### src/rtl/period_bus_sampler_mc_if.sv
// Bundle of the control inputs, packed channel buses and status outputs of period_bus_sampler_mc.
// Channel c occupies bits [c*BUS_SIZE +: BUS_SIZE] of the data vectors.
interface period_bus_sampler_mc_if #(
    parameter int BUS_SIZE  = 8,
    parameter int NUM_CH    = 4,
    parameter int CNT_WIDTH = 8,
    parameter int STABLE_W  = 3
);
    localparam int CH_W = (NUM_CH > 1) ? $clog2(NUM_CH) : 1;

    logic                         i_enable;
    logic [CNT_WIDTH-1:0]         i_period;
    logic [STABLE_W-1:0]          i_stable_len;
    logic                         i_force;
    logic [NUM_CH*BUS_SIZE-1:0]   i_in_data;
    logic [NUM_CH*BUS_SIZE-1:0]   o_out_data;
    logic [NUM_CH-1:0]            o_out_chg;
    logic [CH_W-1:0]              o_cur_ch;

    modport master (
        output i_enable, i_period, i_stable_len, i_force, i_in_data,
        input  o_out_data, o_out_chg, o_cur_ch
    );

    modport slave (
        input  i_enable, i_period, i_stable_len, i_force, i_in_data,
        output o_out_data, o_out_chg, o_cur_ch
    );
endinterface

### src/rtl/period_bus_sampler_mc.sv
// Round-robin periodic sampler for NUM_CH quasi-static status buses with per-channel
// deglitching (stable_len equal samples before commit) and one-cycle change pulses.
module period_bus_sampler_mc #(
    parameter int BUS_SIZE  = 8,
    parameter int NUM_CH    = 4,
    parameter int CNT_WIDTH = 8,
    parameter int STABLE_W  = 3
) (
    input  logic                   clk,
    input  logic                   reset_n,
    period_bus_sampler_mc_if.slave bus
);
    localparam int                  CH_W     = (NUM_CH > 1) ? $clog2(NUM_CH) : 1;
    localparam logic [STABLE_W-1:0] SCNT_MAX = '1;
    localparam logic [CH_W-1:0]     LAST_CH  = CH_W'(NUM_CH - 1);

    function automatic logic [STABLE_W-1:0] sat_inc(input logic [STABLE_W-1:0] v);
        return (v == SCNT_MAX) ? SCNT_MAX : v + STABLE_W'(1);
    endfunction

    logic [NUM_CH-1:0][BUS_SIZE-1:0] w_in;
    logic                            w_tick;
    logic [CNT_WIDTH-1:0]            r_period_cnt;
    logic [CH_W-1:0]                 r_cur_ch;

    logic [BUS_SIZE-1:0]             r_samp_p1;
    logic [CH_W-1:0]                 r_samp_ch_p1;
    logic                            r_vld_p1;

    logic [NUM_CH-1:0][BUS_SIZE-1:0] r_cand;
    logic [NUM_CH-1:0][BUS_SIZE-1:0] r_out;
    logic [NUM_CH-1:0][STABLE_W-1:0] r_scnt;
    logic [NUM_CH-1:0]               r_chg;
    logic [NUM_CH-1:0]               w_chg_force;
    logic [STABLE_W-1:0]             w_len;
    logic [STABLE_W-1:0]             w_scnt_nxt;
    logic                            w_commit;

    assign w_in   = bus.i_in_data;
    // ">=" lets a period shrunk below the running count tick on the very next cycle.
    assign w_tick = bus.i_enable && !bus.i_force && (r_period_cnt >= bus.i_period);

    always_ff @(posedge clk or negedge reset_n) begin
        if (!reset_n) begin
            r_period_cnt <= '0;
            r_cur_ch     <= '0;
        end else if (bus.i_force) begin
            r_period_cnt <= '0;
            r_cur_ch     <= '0;
        end else if (bus.i_enable) begin
            if (w_tick) begin
                r_period_cnt <= '0;
                r_cur_ch     <= (r_cur_ch == LAST_CH) ? '0 : r_cur_ch + CH_W'(1);
            end else begin
                r_period_cnt <= r_period_cnt + CNT_WIDTH'(1);
            end
        end
    end

    // ---- stage 1: capture the selected channel on the tick edge ----
    always_ff @(posedge clk or negedge reset_n) begin
        if (!reset_n) r_vld_p1 <= 1'b0;
        else          r_vld_p1 <= w_tick;
    end

    always_ff @(posedge clk) begin
        if (w_tick) begin
            r_samp_p1    <= w_in[r_cur_ch];
            r_samp_ch_p1 <= r_cur_ch;
        end
    end

    // ---- stage 2: stability count, commit and change detect ----
    always_comb begin
        w_len       = (bus.i_stable_len == '0) ? STABLE_W'(1) : bus.i_stable_len;
        w_scnt_nxt  = (r_samp_p1 != r_cand[r_samp_ch_p1]) ? STABLE_W'(1)
                                                          : sat_inc(r_scnt[r_samp_ch_p1]);
        w_commit    = (w_scnt_nxt >= w_len);
        w_chg_force = '0;
        for (int c = 0; c < NUM_CH; c++) begin
            w_chg_force[c] = (w_in[c] != r_out[c]);
        end
    end

    always_ff @(posedge clk or negedge reset_n) begin
        if (!reset_n) begin
            r_cand <= '0;
            r_scnt <= '0;
            r_out  <= '0;
            r_chg  <= '0;
        end else begin
            r_chg <= '0;
            if (bus.i_force) begin
                r_cand <= w_in;
                r_out  <= w_in;
                r_scnt <= {NUM_CH{SCNT_MAX}};
                r_chg  <= w_chg_force;
            end else if (r_vld_p1) begin
                r_cand[r_samp_ch_p1] <= r_samp_p1;
                r_scnt[r_samp_ch_p1] <= w_scnt_nxt;
                if (w_commit) begin
                    r_out[r_samp_ch_p1] <= r_samp_p1;
                    r_chg[r_samp_ch_p1] <= (r_samp_p1 != r_out[r_samp_ch_p1]);
                end
            end
        end
    end

    assign bus.o_out_data = r_out;
    assign bus.o_out_chg  = r_chg;
    assign bus.o_cur_ch   = r_cur_ch;
endmodule
### src/flat_wrapper.sv
// flat-port wrapper written by rule: the top's interface ports become plain ports
module period_bus_sampler_mc_flat 
#(
    parameter int BUS_SIZE  = 8,
    parameter int NUM_CH    = 4,
    parameter int CNT_WIDTH = 8,
    parameter int STABLE_W  = 3
)
  (clk, reset_n, bus_i_enable, bus_i_period, bus_i_stable_len, bus_i_force, bus_i_in_data, bus_o_out_data, bus_o_out_chg, bus_o_cur_ch);
  period_bus_sampler_mc_if #(.BUS_SIZE(BUS_SIZE), .NUM_CH(NUM_CH), .CNT_WIDTH(CNT_WIDTH), .STABLE_W(STABLE_W)) bus_i ();
  input  logic clk;
  input  logic reset_n;
  input wire logic [$bits(bus_i.i_enable)-1:0] bus_i_enable;
  input wire logic [$bits(bus_i.i_period)-1:0] bus_i_period;
  input wire logic [$bits(bus_i.i_stable_len)-1:0] bus_i_stable_len;
  input wire logic [$bits(bus_i.i_force)-1:0] bus_i_force;
  input wire logic [$bits(bus_i.i_in_data)-1:0] bus_i_in_data;
  output wire logic [$bits(bus_i.o_out_data)-1:0] bus_o_out_data;
  output wire logic [$bits(bus_i.o_out_chg)-1:0] bus_o_out_chg;
  output wire logic [$bits(bus_i.o_cur_ch)-1:0] bus_o_cur_ch;
  assign bus_i.i_enable = bus_i_enable;
  assign bus_i.i_period = bus_i_period;
  assign bus_i.i_stable_len = bus_i_stable_len;
  assign bus_i.i_force = bus_i_force;
  assign bus_i.i_in_data = bus_i_in_data;
  assign bus_o_out_data = bus_i.o_out_data;
  assign bus_o_out_chg = bus_i.o_out_chg;
  assign bus_o_cur_ch = bus_i.o_cur_ch;
  period_bus_sampler_mc #(.BUS_SIZE(BUS_SIZE), .NUM_CH(NUM_CH), .CNT_WIDTH(CNT_WIDTH), .STABLE_W(STABLE_W)) u_core (.clk(clk), .reset_n(reset_n), .bus(bus_i));
endmodule
### config.mk
export PLATFORM = sky130hd
export DESIGN_NAME = period_bus_sampler_mc_flat
export DESIGN_NICKNAME = d
export VERILOG_FILES = /design/src/rtl/period_bus_sampler_mc_if.sv /design/src/rtl/period_bus_sampler_mc.sv /design/src/flat_wrapper.sv
export SDC_FILE = /design/constraint.sdc
export NUM_CORES = 1
export LEC_CHECK = 0
export CORE_UTILIZATION = 50
export CTS_CLUSTER_DIAMETER = 80
export DETAILED_ROUTE_END_ITERATION = 10
export HOLD_SLACK_MARGIN = 0.12
export PLACE_DENSITY = 0.76
export SYNTH_ARGS = -nofsm -noshare
export SYNTH_HDL_FRONTEND = slang
export SYNTH_SLANG_ARGS = --single-unit
### constraint.sdc
create_clock -name clk -period 10.2 [get_ports clk]
set_input_delay 1.02 -clock clk [delete_from_list [all_inputs] [get_ports clk]]
set_output_delay 1.02 -clock clk [all_outputs]
set_load 0.01 [all_outputs]
; Yosys cells after proc, flatten, opt, wreduce, memory -nomap -nowiden
; Index checks and enable logic that the tools add are counted.
[word_totals]
out_inout_bits = 38
inputBits = 47
wordCells = 83
ff_bits = 101
[classes]
order_cmp = 5
n_mux = 37
add_sub_neg = 3
reduce_logical = 11
n_eq_ne = 8
n_bitwise = 1
[ops]
columns = cell, n
row1 = 32-bit 2-to-1 mux, 5
row2 = 32-bit bitwise mux, 2
row3 = 8-bit 2-to-1 mux, 7
row4 = 8-bit binary-select mux with 2-bit select, 3
row5 = 8-bit != test, 6
row6 = 12-bit 2-to-1 mux, 2
row7 = 8-bit demux with 2-bit select, 1
row8 = 3-bit 2-to-1 mux, 5
row9 = 12-bit bitwise mux, 1
row10 = 4-bit 2-to-1 mux, 3
row11 = "8-bit by 1-bit adder with 8-bit output, second input constant", 1
row12 = 8-bit greater-or-equal comparator, 1
row13 = 2-bit 2-to-1 mux, 4
row14 = 2-bit nonzero test, 4
row15 = 3-bit binary-select mux with 2-bit select, 1
row16 = 3-bit demux with 2-bit select, 1
row17 = "2-bit by 3-bit less-than comparator with 1-bit output, second input constant", 2
row18 = 4-bit bitwise AND, 1
row19 = 2-bit AND reduction, 2
row20 = "3-bit by 1-bit adder with 3-bit output, second input constant", 1
row21 = "3-bit == test, second input constant", 1
row22 = 3-bit greater-or-equal comparator, 1
row23 = 1-bit logical AND, 3
row24 = 3-bit logical NOT, 1
row25 = 6 further kinds, 6

; Logic depth before layout (Yosys ltp)
[depth]
depth_word = 9
mapped_depth = 16
mapped_depth_nobuf = 13

; Least setup slack after synthesis
; No wires, ideal clock.
[synth_path]
kind = flip-flop to flip-flop
startpoint = reg u_core.r_samp_ch_p1[1]
endpoint = reg u_core.r_out, in the netlist u_core.bus.o_out_data[24]
setup_slack_ps = 6065
arrival_ps = 4010
n_path_buf = 4
setup_ps = 125
synth_period_minus_slack_ps = 4135
stages_incl_launch_ff = 14
required_ps = 10075
path_cell_list = edfxtp_1 buf_2 buf_2 buf_1 clkbuf_1 mux4_2 ha_1 a21oi_1 nor2_1 ha_1 a21oi_1 nor3_1 a311oi_4 mux2_2
[synth_between]
elab_chain_cells = 8
elab_cells_between_ends = 21
classes_between = add/sub: 1 / order compare: 3 / eq/ne: 2 / mux: 12 / reduce/logical: 3
[synth_rtl]
columns = element, line_no
row1 = from (decl), period_bus_sampler_mc.sv:27  ; logic [CH_W-1:0] r_samp_ch_p1;
row2 = from (signal assigned), period_bus_sampler_mc.sv:69  ; r_samp_ch_p1 <= r_cur_ch;
row3 = "3-bit binary-select mux with 2-bit select, or another cell as far along", period_bus_sampler_mc.sv:77  ; : sat_inc(r_scnt[r_samp_ch_p1]);
row4 = 3-bit 2-to-1 mux (implied by the code) or 1-bit logical AND (tied branches), "period_bus_sampler_mc.sv:77, period_bus_sampler_mc.sv:102"
row5 = "3-bit by 1-bit adder with 3-bit output, or another cell as far along", period_bus_sampler_mc.sv:18  ; return (v == SCNT_MAX) ? SCNT_MAX : v + STABLE_W'(1);
row6 = 3-bit 2-to-1 mux or 8-bit demux with 2-bit select (tied branches), n/a
row7 = 3-bit 2-to-1 mux or 32-bit bitwise mux (tied branches), "period_bus_sampler_mc.sv:76, period_bus_sampler_mc.sv:102"
row8 = 3-bit greater-or-equal comparator or 32-bit 2-to-1 mux (tied branches), "period_bus_sampler_mc.sv:78, period_bus_sampler_mc.sv:101"
row9 = 2-bit nonzero test (no line) or 32-bit 2-to-1 mux (tied branches), n/a
row10 = 2-bit AND reduction (no line) or 32-bit 2-to-1 mux (tied branches), n/a
row11 = to (signal assigned), period_bus_sampler_mc.sv:95  ; r_out <= w_in;
row12 = "to (signal, indexed assignment)", period_bus_sampler_mc.sv:102  ; r_out[r_samp_ch_p1] <= r_samp_p1;
row13 = to (decl), period_bus_sampler_mc.sv:31  ; logic [NUM_CH-1:0][BUS_SIZE-1:0] r_out;
; Several ways; a longest one is shown, not always the timed one. The select of a mux whose other input is x is not followed.
; A chain may end at the register's enable or synchronous reset.

; Final worst setup path
[layout_path]
startpoint = reg u_core.r_samp_ch_p1[0]
endpoint = reg u_core.r_out, in the netlist u_core.bus.o_out_data[25]
; Same word-level chain as after synthesis.

==> results summary <==
In the routed design, unresolved DRC markers number 0. The largest net degree at the start of global routing is 80. The post-synthesis instance area came out at a little under 6000 sq um.

Of the post-synthesis cell area, the part taken by muxes is a little under a quarter. Of all nets on the critical path, the largest fanout is 29. The final max-slew violation count came out at 0. Max-cap violations in this run came to 0. Summed over all nets, the half-perimeter wirelength after detailed placement is about 11000 microns. The worst hold path class is reg2reg. The core area is around 11000 sq um.

The number of antenna violations at the first check in global routing came out at 0. For this run, the leading register cell type out of synthesis is sky130_fd_sc_hd__dfrtp_1. TritonCTS built the clock tree. The y dimension of the die came out at roughly 110 microns. The area added between synthesis and finish came out at 21.3%.

STA classifies the critical path endpoint as a flip-flop. The sum of negative setup slack came out at 0 ns. The highest clock frequency the design can meet came out at about 0.20 GHz. Summing the areas of all and, or, nand and nor instances in the mapped netlist gives under 10% of the synthesized area. In the synthesized netlist, the cells that appear most often are sky130_fd_sc_hd__dfrtp_1 (91), sky130_fd_sc_hd__mux2_2 (64), sky130_fd_sc_hd__xnor2_1 (45), sky130_fd_sc_hd__a22o_1 (25), sky130_fd_sc_hd__a21oi_1 (20). The standard-cell row count is 39.

The repair_antennas step left the layout with diodes totalling 0. The layout filler cell count came out at between 800 and 900. The detail route stage leaves a number of antenna-violating nets equal to 0.

The total of endpoints with negative setup slack in the final report came out at 0. The area share of xor/xnor cells in the synthesized design came out at 7.86%. The multi-input logic area is around 3100 sq um. The aggregate global-route resource usage is 27.4%.

The type of the setup path with the least slack is reg2reg. The maximum level of the CTS H-tree is 3. The buffers inserted during post-CTS setup optimization is 0. The number of gates resized after CTS was 0. The number of top-level design ports came out at 85. The later-pin clock latency in the skew report is approximately 0.36 ns.

The width of the chip came out at 111 microns. Of the total synthesized cell area, the portion taken by full adders, half adders and majority gates is roughly 2.5%. In the routed layout, each cell is associated on average with a via count of ~6.3. The number of iterations in the first detailed-routing pass came out at 5. The remaining global-route overflow came out at 0.

The worst endpoint data arrival time is approximately 5.2 ns. The worst relative slew slack came out at 13.2%. Sequential elements use 43.6% of the synthesized area.

The number of nets in the synthesized netlist is 526. The ratio of cells with drive above 1 in the final layout came out at between 20% and 30%. The mean instance size in the synthesized netlist came out at between 10 and 15 sq um. The slowest stage of the critical path belongs to the cell sky130_fd_sc_hd__a311oi_4. Counting the buffers created by CTS gives 9. During synthesis, Yosys emitted a total of 0 warnings. The required arrival time at the worst endpoint came out at ~10 ns. Setup repair after global routing left no endpoint under its margin. The final critical path time including I/O delays and setup is 4.92 ns. The worst-case IR drop observed on VDD is between 0.07 and 0.08 mV. After synthesis, the largest family of logic cells by area is multiplexers. In this run, synthesis inferred 10 flip-flops with an integrated enable. The most common cell in the synthesized netlist is sky130_fd_sc_hd__dfrtp_1. The detailed-route wire length came out at 16000 microns. The number of buffers on the longest clock path came out at 2. The compound-cell area share of the yosys netlist is between 10% and 20%. The net count of the finished layout is between 600 and 700. The number of distinct standard cells referenced by the synthesized netlist came out at 44. The async set-or-reset flop fraction in the synthesized netlist is 90.1%. The routability-driven placement congestion ratio is roughly 0.9. The critical path goes through buf_4, mux4_1, xnor2_1, nand4_1, or2_4, a211o_1, inv_1, ha_1, nand2b_1, a21oi_1, a21o_2, nor3_2, a311oi_4, mux2_2. The portion of synthesized cell area occupied by the leading cell type is around 39%. After synthesis, the cell types taking the most area are sky130_fd_sc_hd__dfrtp_1 (39%), sky130_fd_sc_hd__mux2_2 (12%), sky130_fd_sc_hd__xnor2_1 (6.7%). The design draws around 980 uW. The share of the clock period used by the worst path is 48.2%.

The total clock sinks came out at between 100 and 150. sky130_fd_sc_hd__dfrtp_1 takes more of the synthesized area than any other cell. The analysis attributes to cell leakage a power of about 2.9 nW. The number of buffers inserted for hold repair after clock tree synthesis came out at 0.

Summing over every cut layer, the via total after detailed routing is 4377. The cell sitting at the root of the clock tree is a sky130_fd_sc_hd__clkbuf_16. Clock-pin slew was measured on the worst setup and hold paths at 0.07 ns. The area used by sequential logic in the layout came out at 2580 sq um. After synthesis the netlist holds a flip-flop and latch count of a little over 100. The hold violation total from the final report is 0. At the pin with the least slew margin, the transition time is 1.30 ns. The per-cell routed wire length is roughly 23 microns. For this run, the slowest stage of the critical path takes 0.70 ns.

The flow ran to the end, and the final reports show no timing, DRC or antenna violations. The maximum clock skew at final layout came out at ~0.011 ns. The cell count after synthesis came out at 467. The starting DRC count in detailed routing is approximately 400. The via count of the first global-routing pass came out at roughly 4500. The type of element launching the critical path is a flip-flop.

The die outline area is 12300 sq um. The first-pass GRT wire length is about 25000 microns. For this configuration, the core starts out at a cell density of 51.5%. The count of port buffers added during placement came out at 84. The power per cell area came out at 137 nW/um^2.
-- per-layer routing --
layer  vias up  global-route usage (%)  share of wire [%]
li1       1923                       -                  -
met1      2228                    37.1                 42
met2       181                    43.0                 48
met3        45                    5.25                6.3
met4         0                    12.4                3.9
met5         -                       0                  0
-- layout by cell type (no fill, tap or decap), types with 12 or more instances in the layout --
master                             n
sky130_fd_sc_hd__clkdlybuf4s50_1  82
sky130_fd_sc_hd__nor2_1           14
sky130_fd_sc_hd__xnor2_1          45
sky130_fd_sc_hd__mux2_2           64
sky130_fd_sc_hd__mux4_2           14
sky130_fd_sc_hd__a22o_1           25
sky130_fd_sc_hd__nor2b_1          12
sky130_fd_sc_hd__o21ai_0          15
sky130_fd_sc_hd__a21oi_1          20
sky130_fd_sc_hd__ha_1             12
sky130_fd_sc_hd__inv_1            16
sky130_fd_sc_hd__mux4_1           13
sky130_fd_sc_hd__dfrtp_1          91
-- sequential cells by signal (all words and copies together) (netlist names) --
| name | flops |
|---|---|
| u_core.r_vld_p1 | 1 |
| u_core.r_samp_ch_p1 | 2 |
| u_core.bus.o_cur_ch | 2 |
| u_core.r_cand | 32 |
| u_core.r_scnt | 12 |
| u_core.bus.o_out_chg | 4 |
| u_core.r_samp_p1 | 8 |
| u_core.r_period_cnt | 8 |
| u_core.bus.o_out_data | 32 |
-- worst max-delay path, delay by kind of cell, from the launching register on --
kind	cells	cell delay [ns]
compound gates	4	1.53
mux	2	1.05
simple gates	4	0.70
buf+inv	2	0.55
flops	1	0.51
fa+ha+maj	1	0.21
xor+xnor	1	0.20
-- where the power goes --
group          total (mW)  internal [mW]  leakage, nW  switching, mW
Clock               0.354          0.201        0.153          0.153
Sequential          0.458          0.432         1.21         0.0260
Combinational       0.173         0.0974         1.50         0.0754
Total               0.984          0.730         2.86          0.254
-- path summary, 6_finish.rpt --
kind                                             startpoint                                     to  slack [ns]  depth (start not counted)
setup / recovery           u_core.r_samp_ch_p1[0]$_DFFE_PP_  u_core.bus.o_out_data[25]$_DFFE_PN0P_        5.28                         14
hold / removal                 u_core.r_scnt[5]$_DFFE_PN0P_           u_core.r_scnt[5]$_DFFE_PN0P_        0.49                          2
setup reg to reg           u_core.r_samp_ch_p1[0]$_DFFE_PP_  u_core.bus.o_out_data[25]$_DFFE_PN0P_        5.28                         14
hold reg to reg                u_core.r_scnt[5]$_DFFE_PN0P_           u_core.r_scnt[5]$_DFFE_PN0P_        0.49                          2
max in group asynchronous                           reset_n          u_core.r_cand[20]$_DFFE_PN0P_        8.45                          2
min in group asynchronous                           reset_n   u_core.bus.o_out_data[2]$_DFFE_PN0P_        0.54                          1
-- through the flow --
stage          hold WS (ns)  cell area, sq um  util (%)  cells  setup slack [ns]
5_1_grt               0.518              7170      62.5    693              5.01
2_1_floorplan         0.457              5910         -    467              6.07
4_1_cts               0.498              7170      62.5    693              5.34
3_5_place_dp          0.483              6850      59.7    677              5.35
6_report              0.495              7170      62.5    693              5.28
3_3_place_gp          0.474              6850      59.7    677              5.46
-- layout make-up --
type	instances	share of cell area (%)
clock buffers	13	4.07
clock inverters	3	0.349
inverters	16	0.838
multi-input cells	325	43.8
flip-flops and latches	101	36.0
well taps	143	2.50
repair buffers	92	12.5
-- kinds of logic (layout without fill, tap and decap cells) --
logic type,Yosys count,count (layout)
adder cells (fa/ha/maj),12,12
AO/OA/AOI/OAI,87,87
AND/OR/NAND/NOR,82,82
XOR/XNOR,53,53
multiplexers,91,91
flip-flops,101,101
buffers and inverters,41,124
Power figures use the tool's default switching activity.
